==> src/rtl/seg7_pkg.sv <==
// Shared types and constants for the 7-segment scan controller.
package seg7_pkg;
   typedef enum logic {BLANK, DRIVE} scan_state_t;
   localparam logic [6:0] SEG_OFF    = 7'b0000000;
   localparam logic [3:0] DIGIT_BITS = 4;
endpackage

==> src/rtl/seg7_scan_ctrl_bin2seg.sv <==
// Binary-to-7-segment decoder, {a,b,c,d,e,f,g} active-high.
// Codes 10..15 have no glyph and render as "0".
module binary_to_7segm (
   input  logic [3:0] code_i,
   output logic [6:0] seg_o
);
   always_comb begin
      seg_o = 7'b1111110;
      case (code_i)
         4'd0:    seg_o = 7'b1111110;
         4'd1:    seg_o = 7'b0110000;
         4'd2:    seg_o = 7'b1101101;
         4'd3:    seg_o = 7'b1111001;
         4'd4:    seg_o = 7'b0110011;
         4'd5:    seg_o = 7'b1011011;
         4'd6:    seg_o = 7'b1011111;
         4'd7:    seg_o = 7'b1110000;
         4'd8:    seg_o = 7'b1111111;
         4'd9:    seg_o = 7'b1111011;
         default: seg_o = 7'b1111110;
      endcase
   end
endmodule

==> src/rtl/seg7_scan_ctrl.sv <==
// Time-multiplexed scan of an N-digit common-anode display with per-slot blanking
// and frame-synchronous double buffering of the displayed value.
//
// state | meaning
// BLANK | leading part of a digit slot, all anodes off
// DRIVE | remainder of the slot, selected digit lit unless masked
module seg7_scan_ctrl
   import seg7_pkg::*;
#(
   parameter int N_DIGITS     = 4,
   parameter int REFRESH_DIV  = 27000,
   parameter int BLANK_CYCLES = 16
) (
   input  logic                                 clk,
   input  logic                                 rst_n,
   input  logic                                 load_i,
   input  logic [int'(DIGIT_BITS)*N_DIGITS-1:0] value_i,
   input  logic [N_DIGITS-1:0]                  blank_mask_i,
   output logic [N_DIGITS-1:0]                  anodes_o,
   output logic [6:0]                           segments_o,
   output logic                                 frame_o,
   output logic                                 load_ack_o
);
   localparam int DW    = int'(DIGIT_BITS);
   localparam int VAL_W = DW * N_DIGITS;
   localparam int CNT_W = $clog2(REFRESH_DIV);
   localparam int IDX_W = (N_DIGITS > 1) ? $clog2(N_DIGITS) : 1;
   localparam logic [CNT_W-1:0] CNT_LAST   = CNT_W'(REFRESH_DIV - 1);
   localparam logic [CNT_W-1:0] BLANK_LAST = CNT_W'(BLANK_CYCLES - 1);
   localparam logic [IDX_W-1:0] IDX_LAST   = IDX_W'(N_DIGITS - 1);

   scan_state_t         state_q, state_d;
   logic [CNT_W-1:0]    cnt_q, cnt_d;
   logic [IDX_W-1:0]    idx_q, idx_d;
   logic [VAL_W-1:0]    active_q, active_d;
   logic [VAL_W-1:0]    pending_q, pending_d;
   logic                pvalid_q, pvalid_d;
   logic [N_DIGITS-1:0] anodes_q, anodes_d;
   logic [6:0]          segments_q, segments_d;
   logic                frame_q, frame_d;
   logic                ack_q, ack_d;

   logic       slot_end;
   logic       frame_end;
   logic [3:0] digit_code;
   logic [6:0] dec_seg;

   binary_to_7segm u_dec (
      .code_i (digit_code),
      .seg_o  (dec_seg)
   );

   always_comb begin
      slot_end   = (cnt_q == CNT_LAST);
      frame_end  = slot_end && (idx_q == IDX_LAST);
      cnt_d      = slot_end ? '0 : cnt_q + 1'b1;
      idx_d      = idx_q;
      state_d    = state_q;
      active_d   = active_q;
      pending_d  = pending_q;
      pvalid_d   = pvalid_q;
      ack_d      = 1'b0;
      frame_d    = frame_end;
      anodes_d   = '1;
      segments_d = SEG_OFF;
      digit_code = '0;

      if (slot_end) begin
         idx_d = (idx_q == IDX_LAST) ? '0 : idx_q + 1'b1;
      end

      case (state_q)
         BLANK:   if (cnt_q == BLANK_LAST) state_d = DRIVE;
         DRIVE:   if (slot_end) state_d = BLANK;
         default: state_d = BLANK;
      endcase

      // A load landing on the boundary cycle skips pending and commits directly.
      if (frame_end) begin
         if (load_i) begin
            active_d = value_i;
            pvalid_d = 1'b0;
            ack_d    = 1'b1;
         end else if (pvalid_q) begin
            active_d = pending_q;
            pvalid_d = 1'b0;
            ack_d    = 1'b1;
         end
      end else if (load_i) begin
         pending_d = value_i;
         pvalid_d  = 1'b1;
      end

      for (int k = 0; k < N_DIGITS; k++) begin
         if (idx_q == IDX_W'(k)) digit_code = active_q[k*DW +: DW];
      end

      // Anodes and segments come from the same state so both pins switch on one edge.
      if ((state_q == DRIVE) && !blank_mask_i[idx_q]) begin
         anodes_d[idx_q] = 1'b0;
         segments_d      = dec_seg;
      end
   end

   always_ff @(posedge clk or negedge rst_n) begin
      if (!rst_n) begin
         state_q    <= BLANK;
         cnt_q      <= '0;
         idx_q      <= '0;
         active_q   <= '0;
         pending_q  <= '0;
         pvalid_q   <= 1'b0;
         anodes_q   <= '1;
         segments_q <= SEG_OFF;
         frame_q    <= 1'b0;
         ack_q      <= 1'b0;
      end else begin
         state_q    <= state_d;
         cnt_q      <= cnt_d;
         idx_q      <= idx_d;
         active_q   <= active_d;
         pending_q  <= pending_d;
         pvalid_q   <= pvalid_d;
         anodes_q   <= anodes_d;
         segments_q <= segments_d;
         frame_q    <= frame_d;
         ack_q      <= ack_d;
      end
   end

   assign anodes_o   = anodes_q;
   assign segments_o = segments_q;
   assign frame_o    = frame_q;
   assign load_ack_o = ack_q;
endmodule

==> config.mk <==
export PLATFORM = sky130hd
export DESIGN_NAME = seg7_scan_ctrl
export DESIGN_NICKNAME = d
export VERILOG_FILES = /design/src/rtl/seg7_pkg.sv /design/src/rtl/seg7_scan_ctrl_bin2seg.sv /design/src/rtl/seg7_scan_ctrl.sv
export SDC_FILE = /design/constraint.sdc
export NUM_CORES = 1
export LEC_CHECK = 0
export CORE_MARGIN = 2
export CORE_UTILIZATION = 40
export DETAILED_ROUTE_END_ITERATION = 10
export GPL_TIMING_DRIVEN = 0
export PLACE_DENSITY = 0.69
export SYNTH_ARGS = -nofsm -noshare
export SYNTH_HDL_FRONTEND = slang
export SYNTH_HIERARCHICAL = 1
export SYNTH_SLANG_ARGS = --single-unit
==> constraint.sdc <==
create_clock -name clk -period 6.2 [get_ports clk]
set_input_delay 1.24 -clock clk [delete_from_list [all_inputs] [get_ports clk]]
set_output_delay 1.24 -clock clk [all_outputs]
set_load 0.03 [all_outputs]
==> flow_summary.toml <==
[run_status]
status = "completed"

[drt]
firstDrtPassIters = 4
drtIter0Drc = 63
wl_per_cell_um = 14.0
final_antenna_net_count = 0
drc = 0
routed_wl_um = 5690
num_vias = 2045
via_per_inst = 5.05

[layout]
num-nets-final = 335
antenna_cells = 0
syn_to_final_growth_pct = 22.9
final_core_util = 0.514
drive_above_1_share = 0.124
nFillCells = 643

[critical_path]
slowest_delay_ps = 600
crit_buf_inv = 2
crit_path_top_delay_cell = "o31ai_1"
worstPathCellList = "inv_1 -> ha_1 -> nor2b_1 -> a221oi_1 -> o31ai_1 -> inv_1 -> ha_1 -> nand2b_1 -> a21o_1 -> and2_1"
critPathCaptureType = "register"
critPathMaxFanout = 7
crit_family = "compound AO/OA/AOI/OAI gates"
worstPathArrival_ps = 3100
path_class = "reg2reg"
worst_ep_required_time_ps = 6430
critPathLaunchType = "register"

[clock_network]
cts_tree = "done"
post_cts_buffers = 0
clock_path_buffers = 2
clk_latency_ps = 340
cts-root-buf = "clkbuf_8"
htree_levels = 3
cts.repair.resized = 0
cts_buffers = 9
cts.sinks = 64
cts_hold_buf = 0
clk_pin_slew_ps = 70

[grt]
antenna_found_initial = 0
track_usage = 0.156
grt_pass1_wl_um = 10200
grt_max_degree = 37
grt_pass1_vias = 2181
gr-total-overflow = 0

[yosys]
synth-warning-count = 6
synth.distinct_cells = 45
syn_area_mm2 = 0.00306
syn-num-nets = 288
synth_cells = 254
synth-seq-cells = 64
synth-seq-area-share = 0.524
syn_area_per_cell_um2 = 12.1

[timing]
fmax_mhz = 348
period_needed_ps = 2870
hold_violations = 0
min_period_over_period = 0.463
final-setup-viol-count = 0
rsz0062_at_grt = "false"
fin_skew_ps = 9.30
slew_viol_final = 0
slew_headroom = 0.440
final.setup.tns_ps = 0
worst_pin_slew_ps = 831

[floorplanning]
die_h_um = 91.5
die_w_um = 91.5
start_util = 0.418
io_pins = 36
rows = 31
core_mm2 = 0.00733
die_area_mm2 = 0.00838

[flow_run]
maxCapViolations = 0

[power]
powerDensity_mw_per_mm2 = 231
leakage_uw = 0.00159
ir_drop_mv = 0.0824

[hold_path]
worstHoldPathType = "reg2reg"

[placed_design]
place.gp.congestion = 0.798
hpwlAfterDp_um = 4190
port_buffers = 35
## logic make-up after synthesis
logic type	after synthesis	share of synthesized area
simple gates	76	0.147
compound gates	52	0.140
buf+inv	22	0.0429
xor+xnor	11	0.0314
fa+ha+maj	11	0.0449
mux	18	0.0694
flops	64	0.524
## cells in the mapped netlist (all sizes together)
master | n | area (um2)
nor4 | 4 | 46.3
nand4 | 4 | 25.0
or3 | 1 | 6.26
xnor2 | 6 | 52.6
xor2 | 5 | 43.8
a21oi | 2 | 10.0
mux4 | 1 | 22.5
a21boi | 16 | 120
a2bb2oi | 1 | 15.0
nand2 | 18 | 67.6
inv | 6 | 22.5
o211ai | 2 | 15.0
nand4b | 1 | 8.76
mux2 | 16 | 180
nor2b | 6 | 37.5
and2 | 10 | 62.6
or2 | 2 | 12.5
dfrtp | 60 | 1500
o31ai | 4 | 30.0
buf | 10 | 86.3
a221oi | 3 | 26.3
a32o | 1 | 10.0
o21ai | 4 | 20.0
mux2i | 1 | 10.0
and4b | 1 | 10.0
nand2b | 5 | 33.8
nand3b | 1 | 7.51
o22ai | 1 | 6.26
nand3 | 8 | 40.0
dfstp | 4 | 105
ha | 11 | 138
nor2 | 8 | 30.0
a21o | 2 | 15.0
and3 | 1 | 6.26
a221o | 16 | 160
and4 | 4 | 35.0
or4 | 2 | 22.5
clkbuf | 6 | 22.5
## sequential cells by signal (all words and copies together), names as in the netlist
| name | cells |
|---|---|
| idx_q | 2 |
| pending_q | 16 |
| cnt_q | 15 |
| segments_o | 7 |
| frame_o | 1 |
| active_q | 16 |
| pvalid_q | 1 |
| anodes_o | 4 |
| load_ack_o | 1 |
| state_q | 1 |
## through the flow
step | hold slack, ps | power, uW | worst slack (ps) | std cells | instance area (um2)
after floorplan | 444 | 461 | 3760 | 254 | 3060
after global placement | 467 | 492 | 1870 | 388 | 3540
after detailed placement | 482 | 495 | 3120 | 389 | 3550
after CTS | 496 | 885 | 3340 | 405 | 3770
after global routing | 514 | 914 | 3030 | 405 | 3770
final | 489 | 872 | 3330 | 405 | 3770
## power by group
part / internal (uW) / total [uW] / switching [uW]
logic: 26.3 / 49.4 / 23.1
clock network: 237 / 386 / 149
registers: 431 / 436 / 5.59
total: 694 / 872 / 177
## final timing paths
check                                      endpoint  slack [ps]  cells past startpoint                startpoint
min                        pending_q[3]$_DFFE_PN0P_         490                      1  pending_q[3]$_DFFE_PN0P_
max                         segments_o[3]$_DFF_PN0_        3330                     10      idx_q[1]$_DFFE_PN0N_
max in group asynchronous  pending_q[6]$_DFFE_PN0P_        4660                      2                     rst_n
min reg2reg                pending_q[3]$_DFFE_PN0P_         490                      1  pending_q[3]$_DFFE_PN0P_
min in group asynchronous        cnt_q[9]$_DFF_PN0_         920                      1                     rst_n
max reg2reg                 segments_o[3]$_DFF_PN0_        3330                     10      idx_q[1]$_DFFE_PN0N_
## cell usage in the layout, fill, tap and decap left out, types with 2 or more instances in the layout
| cell type | n |
|---|---|
| ha_1 | 11 |
| o21ai_1 | 3 |
| a21oi_1 | 2 |
| or4_4 | 2 |
| a221o_1 | 16 |
| a21boi_1 | 16 |
| nand2b_1 | 4 |
| clkbuf_1 | 9 |
| inv_1 | 6 |
| bufinv_16 | 2 |
| a21o_1 | 2 |
| buf_4 | 3 |
| nor4_1 | 2 |
| dfstp_2 | 4 |
| buf_6 | 3 |
| clkbuf_8 | 10 |
| nand3_1 | 8 |
| nor2_1 | 8 |
| o211ai_1 | 2 |
| nand4_1 | 4 |
| xnor2_1 | 6 |
| nand2_1 | 18 |
| or2_2 | 2 |
| a221oi_1 | 3 |
| and4_1 | 4 |
| o31ai_1 | 4 |
| and2_1 | 10 |
| mux2_1 | 16 |
| dfrtp_1 | 60 |
| nor2b_1 | 6 |
| buf_2 | 4 |
| clkdlybuf4s50_1 | 34 |
| xor2_1 | 5 |
## area by class of cell
type | instances | area [um2] | share of cell area
multi-input combinational | 168 | 1330 | 0.352
inverter | 6 | 22.5 | 0.00598
timing repair buffer | 36 | 365 | 0.0970
tap | 99 | 124 | 0.0329
buffer | 16 | 109 | 0.0289
clock buffer | 13 | 149 | 0.0395
sequential | 64 | 1610 | 0.426
clock inverter | 3 | 65.1 | 0.0173
## per-layer routing
layer  vias to the layer above  part of all wire  track usage
met1                       975              0.48        0.206
li1                       1017                 -            -
met4                         0             0.017       0.0720
met3                         5             0.046       0.0481
met2                        48              0.46        0.235
met5                         -                 0            0
## worst register-to-register path: cells and delay by family (launching register included)
kind | cells | cell delay, ps
simple gates | 3 | 500
compound gates | 3 | 910
fa+ha+maj | 2 | 620
buf+inv | 2 | 310
flops | 1 | 430
Power figures use the tool's default switching activity.
